$ cat src/rtl/stack_controller.sv
// LIFO controller: stack storage, stack pointer, top-of-stack register and overflow/underflow flags.
// Define STACK_STICKY_OVF_EN to make stack_overflow/stack_underflow sticky until reset.
module stack_controller #(
  parameter int DATA_WIDTH = 16,
  parameter int DEPTH      = 8,
  parameter int PTR_WIDTH  = 3
) (
  input  logic                  clk,
  input  logic                  rst,
  input  logic                  push,
  input  logic                  pop,
  input  logic [DATA_WIDTH-1:0] din,
  output logic [DATA_WIDTH-1:0] tos,
  output logic [PTR_WIDTH:0]    count,
  output logic                  empty,
  output logic                  full,
  output logic                  stack_overflow,
  output logic                  stack_underflow
);

  localparam logic [PTR_WIDTH-1:0] PTR_ONE   = PTR_WIDTH'(1);
  localparam logic [PTR_WIDTH-1:0] PTR_TWO   = PTR_WIDTH'(2);
  localparam logic [PTR_WIDTH:0]   CNT_ONE   = (PTR_WIDTH+1)'(1);
  localparam logic [PTR_WIDTH:0]   CNT_TWO   = (PTR_WIDTH+1)'(2);
  localparam logic [PTR_WIDTH:0]   CNT_DEPTH = (PTR_WIDTH+1)'(DEPTH);

  logic [DATA_WIDTH-1:0] mem [DEPTH];
  logic [PTR_WIDTH-1:0]  sp;

  logic [PTR_WIDTH-1:0]  sp_nxt;
  logic [PTR_WIDTH:0]    count_nxt;
  logic [DATA_WIDTH-1:0] tos_nxt;
  logic                  we;
  logic [PTR_WIDTH-1:0]  waddr;
  logic [PTR_WIDTH-1:0]  top_addr;
  logic [PTR_WIDTH-1:0]  below_addr;
  logic                  ovf_evt;
  logic                  udf_evt;
  logic                  ovf_nxt;
  logic                  udf_nxt;

  assign top_addr   = sp - PTR_ONE;
  assign below_addr = sp - PTR_TWO;

  // Decode {push,pop} into next pointer/count/top-of-stack and the write request.
  always_comb begin
    sp_nxt    = sp;
    count_nxt = count;
    tos_nxt   = tos;
    we        = 1'b0;
    waddr     = sp;
    ovf_evt   = 1'b0;
    udf_evt   = 1'b0;
    case ({push, pop})
      2'b10: begin
        if (!full) begin
          we        = 1'b1;
          waddr     = sp;
          sp_nxt    = sp + PTR_ONE;
          count_nxt = count + CNT_ONE;
          tos_nxt   = din;
        end else begin
          ovf_evt = 1'b1;
        end
      end
      2'b01: begin
        if (!empty) begin
          sp_nxt    = top_addr;
          count_nxt = count - CNT_ONE;
          if (count >= CNT_TWO) begin
            tos_nxt = mem[below_addr];
          end else begin
            tos_nxt = {DATA_WIDTH{1'b0}};
          end
        end else begin
          udf_evt = 1'b1;
        end
      end
      2'b11: begin
        // Simultaneous push+pop overwrites the top entry; on an empty stack it is a plain push.
        if (!empty) begin
          we      = 1'b1;
          waddr   = top_addr;
          tos_nxt = din;
        end else begin
          we        = 1'b1;
          waddr     = sp;
          sp_nxt    = sp + PTR_ONE;
          count_nxt = count + CNT_ONE;
          tos_nxt   = din;
        end
      end
      default: begin
        sp_nxt = sp;
      end
    endcase
`ifdef STACK_STICKY_OVF_EN
    ovf_nxt = stack_overflow | ovf_evt;
    udf_nxt = stack_underflow | udf_evt;
`else
    ovf_nxt = ovf_evt;
    udf_nxt = udf_evt;
`endif
  end

  // Control and output registers.
  always_ff @(posedge clk or negedge rst) begin
    if (!rst) begin
      sp              <= {PTR_WIDTH{1'b0}};
      count           <= {(PTR_WIDTH+1){1'b0}};
      tos             <= {DATA_WIDTH{1'b0}};
      empty           <= 1'b1;
      full            <= 1'b0;
      stack_overflow  <= 1'b0;
      stack_underflow <= 1'b0;
    end else begin
      sp              <= sp_nxt;
      count           <= count_nxt;
      tos             <= tos_nxt;
      empty           <= (count_nxt == {(PTR_WIDTH+1){1'b0}});
      full            <= (count_nxt == CNT_DEPTH);
      stack_overflow  <= ovf_nxt;
      stack_underflow <= udf_nxt;
    end
  end

  // Storage is not cleared by reset; a write coinciding with reset is dropped.
  always_ff @(posedge clk) begin
    if (we && rst) begin
      mem[waddr] <= din;
    end else begin
      mem[waddr] <= mem[waddr];
    end
  end

endmodule
$ cat config.mk
export PLATFORM = sky130hd
export DESIGN_NAME = stack_controller
export DESIGN_NICKNAME = d
export VERILOG_FILES = /design/src/rtl/stack_controller.sv
export SDC_FILE = /design/constraint.sdc
export NUM_CORES = 1
export LEC_CHECK = 0
export BUFFER_PORTS_ARGS = -buffer_cell sky130_fd_sc_hd__buf_2
export CORE_MARGIN = 5
export CORE_UTILIZATION = 55
export DETAILED_ROUTE_END_ITERATION = 8
export MAX_ROUTING_LAYER = met4
export PLACE_DENSITY = 0.72
export SYNTH_ARGS = -nofsm -noshare
export SYNTH_HDL_FRONTEND = slang
export SYNTH_SLANG_ARGS = --single-unit
$ cat constraint.sdc
create_clock -name clk -period 5.5 [get_ports clk]
set_input_delay 0.55 -clock clk [delete_from_list [all_inputs] [get_ports clk]]
set_output_delay 0.55 -clock clk [all_outputs]
set_load 0.005 [all_outputs]
## Yosys cells after proc, flatten, opt, wreduce, memory -nomap -nowiden

Memory sizes are Yosys's and may differ from the RTL's.
Index checks and enable logic that the tools add are counted.

- Bits in registers: 27
- Bits in writable memories: 128
- Input bits: 20
- Memories kept: 1
- Word-level logic and storage cells: 52

- $add $sub $neg: 5
- Magnitude comparators: 1
- Reductions and logical operators: 6
- Muxes and demuxes: 23
- Bitwise operators: 1
- Equality and inequality tests: 8

Memories:

| memory | words | width | rd ports | clocked after memory_dff | wr ports | RTL line | source |
|---|---|---|---|---|---|---|---|
| mem | 8 | 16 | 1 | 0 | 1 | 27 | `logic [DATA_WIDTH-1:0] mem [DEPTH];` |

Operator list:

| cell | count |
|---|---|
| $mux W16 | 4 |
| $pmux W16 S3 | 1 |
| $mux W3 | 4 |
| $mux W4 | 3 |
| $pmux W4 S3 | 1 |
| $pmux W3 S3 | 1 |
| $mux W1 | 8 |
| $ne A2 B2 Y1 const B | 3 |
| $reduce_and A3 Y1 | 2 |
| $add A4 B1 Y4 const B | 1 |
| $eq A2 B2 Y1 const B | 2 |
| $eq A4 B4 Y1 const B | 1 |
| $ge A4 B2 Y1 const B | 1 |
| $logic_not A4 Y1 | 1 |
| $sub A4 B1 Y4 const B | 1 |
| $add A3 B1 Y3 const B | 1 |
| $reduce_bool A3 Y1 | 1 |
| $sub A3 B1 Y3 const B | 1 |
| $sub A3 B2 Y3 const B | 1 |
| $eq A2 B1 Y1 const B | 1 |
| $pmux W1 S2 | 1 |
| $reduce_and A2 Y1 | 1 |
| $logic_and A1 B1 Y1 | 1 |
| $ne A0 B0 Y1 | 1 |
| $or A1 B1 Y1 | 1 |

## Depth between registers and ports, before layout

- Depth in word-level cells: 6
- Depth in mapped cells: 10

## Least setup slack after synthesis

No wires, ideal clock.

- Path type: flip-flop to flip-flop
- Start: register sp[0]
- End: memory mem[6][0], enable pin
- Path buffers: 4
- Arrival: 2.227 ns
- Library setup time: 0.388 ns
- Setup slack: 2.884 ns
- Clock period less this slack: 2.616 ns
- Stages on the path, launching flop included: 10
- Cell sequence: dfrtp_1 > buf_6 > buf_12 > buf_12 > buf_6 > inv_2 > ha_1 > o21ai_0 > nand2_1 > nor2_1

- Word-level cells in the longest chain between the ends: 3

RTL lines:

| what | RTL line | source |
|---|---|---|
| start: declaration | 28 | `logic [PTR_WIDTH-1:0] sp;` |
| start signal: assignment | 109 | `sp <= {PTR_WIDTH{1'b0}};` |
| start signal: assignment | 117 | `sp <= sp_nxt;` |
| $sub A3 B1 Y3 | 42 | `assign top_addr = sp - PTR_ONE;` |
| $mux W3 | -- |  |
| $mux W3 * | -- |  |
| end: declaration | 27 |  |

Mark *: on every way between the ends. The rest lies on a longest branch, timed or not.

## Worst setup path in the final report

- Start: register sp[1]
- End: memory mem[6][9], enable pin

Same word-level chain as after synthesis.

==> results.py <==
metrics = {
    "outcome": {
        "status": "completed",
    },
    "global_routing": {
        "grt_util_all_layers_pct": 20.6,
        "grt_use_met2_pct": 30.1,
        "grt_max_degree": 43,
        "grt-busiest-layer": "met2",
        "grt.met1_usage_pct": 28.2,
        "overflow": 0,
        "grtUsageMet3_pct": 5.28,
        "antenna_found_initial": 0,
        "grt_pass1_wl_mm": 21.4,
        "grt_pass1_vias": 3851,
    },
    "detailed_routing": {
        "wl_mm": 13.7,
        "ant_nets": 0,
        "routedWlPerCell_microns": 21.5,
        "dr.pass1.iters": 5,
        "drc": 0,
        "vias": 3847,
        "initialDrtViolationCount": 344,
        "via_per_inst": 6.05,
    },
    "critical_path": {
        "slowest_stage": "dfrtp_1",
        "cp_cell_sequence": "inv_1, ha_1, o21ai_0, nand2_1, nor2_1, buf_4",
        "cp_top_family": "flip-flops",
        "slowest_delay_ns": 0.92,
        "r2r-end": "mem[6][9]$_DFFE_PP_",
        "r2r_slack_ns": 2.42,
        "path_max_fanout": 23,
        "crit_type": "reg -> reg",
        "start_kind": "flip-flop",
        "rr_startpoint": "sp[1]$_DFFE_PN0P_",
        "crit_start": "sp[1]$_DFFE_PN0P_",
        "cp.required_ns": 5.62,
        "worst-path-buf-inv": 2,
        "reg2regPathDepth": 6,
        "crit_arrival_ns": 3.21,
        "cp-end-kind": "flip-flop",
    },
    "placed_design": {
        "numPortBuffers": 43,
        "hpwl_mm": 8.29,
        "dpl-instance-area_sq_um": 6870,
        "gp_congestion": 0.872,
        "dp_slack_ns": 2.43,
    },
    "layout": {
        "final_common_cell": "edfxtp_1",
        "mostFrequentLayoutCells": "edfxtp_1 (128), buf_2 (43), mux2i_1 (42)",
        "antenna_cells": 0,
        "stdcell_area_sq_um": 7520,
        "fin_util_pct": 63.4,
        "area_delta_synth_final_pct": 14.0,
        "drive_gt1_share_pct": 22.3,
        "nNetsFinal": 501,
    },
    "sta": {
        "slew_headroom_pct": 41.1,
        "setup_viol": 0,
        "finalMaxSlewViolations": 0,
        "max_freq_ghz": 0.324,
        "worst_pin_slew_ns": 0.883,
        "fin_crit_sh_pct": 56.1,
        "fin_ws_ns": 2.42,
        "period_needed_ns": 3.08,
        "hold_viol_final": 0,
        "fin_skew_ns": 0.0110,
        "rsz0062_at_grt": "false",
        "fin_setup_tns_ns": 0,
    },
    "synthesis": {
        "syn_nets": 456,
        "synth_area_per_cell_sq_um": 15.3,
        "synthAdderAreaFrac_pct": 0.948,
        "ys_warn_count": 0,
        "syn_area_sq_um": 6600,
        "synth_top_family_by_area": "multiplexers",
        "post_synth_num_cell_types": 51,
        "synth_compound_area_share_pct": 8.86,
        "yosysSeqAreaShare_pct": 68.5,
        "muxShareOfSynthArea_pct": 9.50,
        "synthSimpleGateAreaFrac_pct": 7.34,
        "synth_xor_area_share_pct": 1.06,
        "netlist_instances": 431,
        "ys_ff_latch": 155,
    },
    "clock_tree": {
        "tritoncts": "built",
        "path_clk_slew_ns": 0.07,
        "htree_num_levels": 4,
        "holdBufCountCts": 0,
        "cts_resized": 0,
        "clk_latency_ns": 0.42,
        "cts.sinks": 155,
        "cts_setup_buffers": 0,
        "cts_buffers": 17,
        "clockBufferDepth": 2,
        "root_buffer": "clkbuf_16",
    },
    "flow_run": {
        "drv_cap": 0,
    },
    "power_and_ir_drop": {
        "pwr-share-clk_pct": 32.3,
        "power.leakage_nw": 2.78,
        "ir_drop_mv": 0.235,
        "seqPwrFrac_pct": 41.3,
        "power_density_nw_per_um2": 522,
        "swShare_pct": 31.3,
        "p_switching_mw": 1.23,
        "p_int_mw": 2.69,
        "pwr-share-comb_pct": 26.3,
    },
    "floorplan": {
        "die_w_microns": 120,
        "core_area_sq_um": 11900,
        "die_h_microns": 120,
        "io_pins": 44,
        "die-area_sq_um": 14300,
        "rows": 40,
        "start_util_pct": 55.6,
    },
    "hold_path": {
        "hp-class": "in -> async",
    },
}
==> power groups by stage <==
stage	logic [mW]	clock network (mW)	registers, mW
2_1_floorplan	0.897	0	1.54
3_3_place_gp	1.01	0	1.63
3_5_place_dp	1.03	0	1.64
4_1_cts	1.03	1.29	1.62
5_1_grt	1.12	1.34	1.64
6_report	1.03	1.27	1.62
==> registers in the layout, indices dropped and copies added (netlist names) <==
name             count
full                 1
sp                   3
count                4
stack_overflow       1
empty                1
mem                128
stack_underflow      1
tos                 16
==> per-layer routing <==
layer,wire (microns),vias up
li1,-,1757
met1,5980,1899
met2,6470,173
met3,1030,18
met4,199,0
met5,0,-
==> cell usage after synthesis (all sizes together) <==
cell type	number	area share (%)
a211oi	9	1.0
a21oi	19	1.4
a22oi	15	1.8
a31oi	8	0.76
and2b	5	0.66
and3	2	0.19
buf	27	3.2
clkbuf	1	0.057
dfrtp	26	9.9
dfstp	1	0.40
edfxtp	128	58
ha	5	0.95
inv	9	0.51
mux2	1	0.17
mux2i	42	6.4
mux4	8	3.0
nand2	21	1.2
nand2b	5	0.59
nand3	11	0.83
nand3b	1	0.11
nand4	1	0.095
nand4b	1	0.13
nor2	33	1.9
nor2b	6	0.61
nor3	1	0.076
nor3b	2	0.23
nor4	3	0.38
nor4b	2	0.36
o2111ai	1	0.13
o211ai	10	1.1
o21a	1	0.11
o21ai	4	0.30
o221ai	8	1.4
o22ai	1	0.095
o2bb2ai	1	0.13
o31ai	2	0.23
o32ai	2	0.27
xnor2	6	0.80
xor2	2	0.27
==> stage by stage <==
step / power [mW] / hold WS (ns) / std cells
4_1_cts: 3.94 / 0.211 / 636
3_3_place_gp: 2.64 / 0.505 / 604
5_1_grt: 4.10 / 0.250 / 636
6_report: 3.92 / 0.194 / 636
3_5_place_dp: 2.67 / 0.514 / 604
2_1_floorplan: 2.44 / 0.254 / 431
==> worst max-delay path by stage <==
stage | to | slack (ns) | cells after the start
after floorplan | mem[6][0]$_DFFE_PP_ | 2.88 | 9
after global placement | mem[6][1]$_DFFE_PP_ | 2.54 | 6
after detailed placement | mem[6][8]$_DFFE_PP_ | 2.43 | 6
after CTS | mem[6][1]$_DFFE_PP_ | 2.41 | 6
after global routing | mem[6][1]$_DFFE_PP_ | 2.21 | 6
final | mem[6][9]$_DFFE_PP_ | 2.42 | 6
==> logic make-up (layout without fill, tap and decap cells) <==
kind of cell | count (synthesis) | after routing
AOI/OAI and AO/OA | 81 | 81
xor gates and xnor gates | 8 | 8
adders and majority gates | 5 | 5
buffers and inverters | 37 | 95
DFF | 155 | 155
muxes | 51 | 51
and+or+nand+nor | 94 | 94
==> layout make-up <==
class                           instances  area (sq um)
Timing Repair Buffer                   54           298
Multi-Input combinational cell        239          1830
Tap cell                              147           184
Clock buffer                           17           425
Fill cell                             859          4340
Clock inverter                         15           221
Inverter                                9          33.8
Sequential cell                       155          4520
No activity file was read; power rests on OpenSTA's default activity.
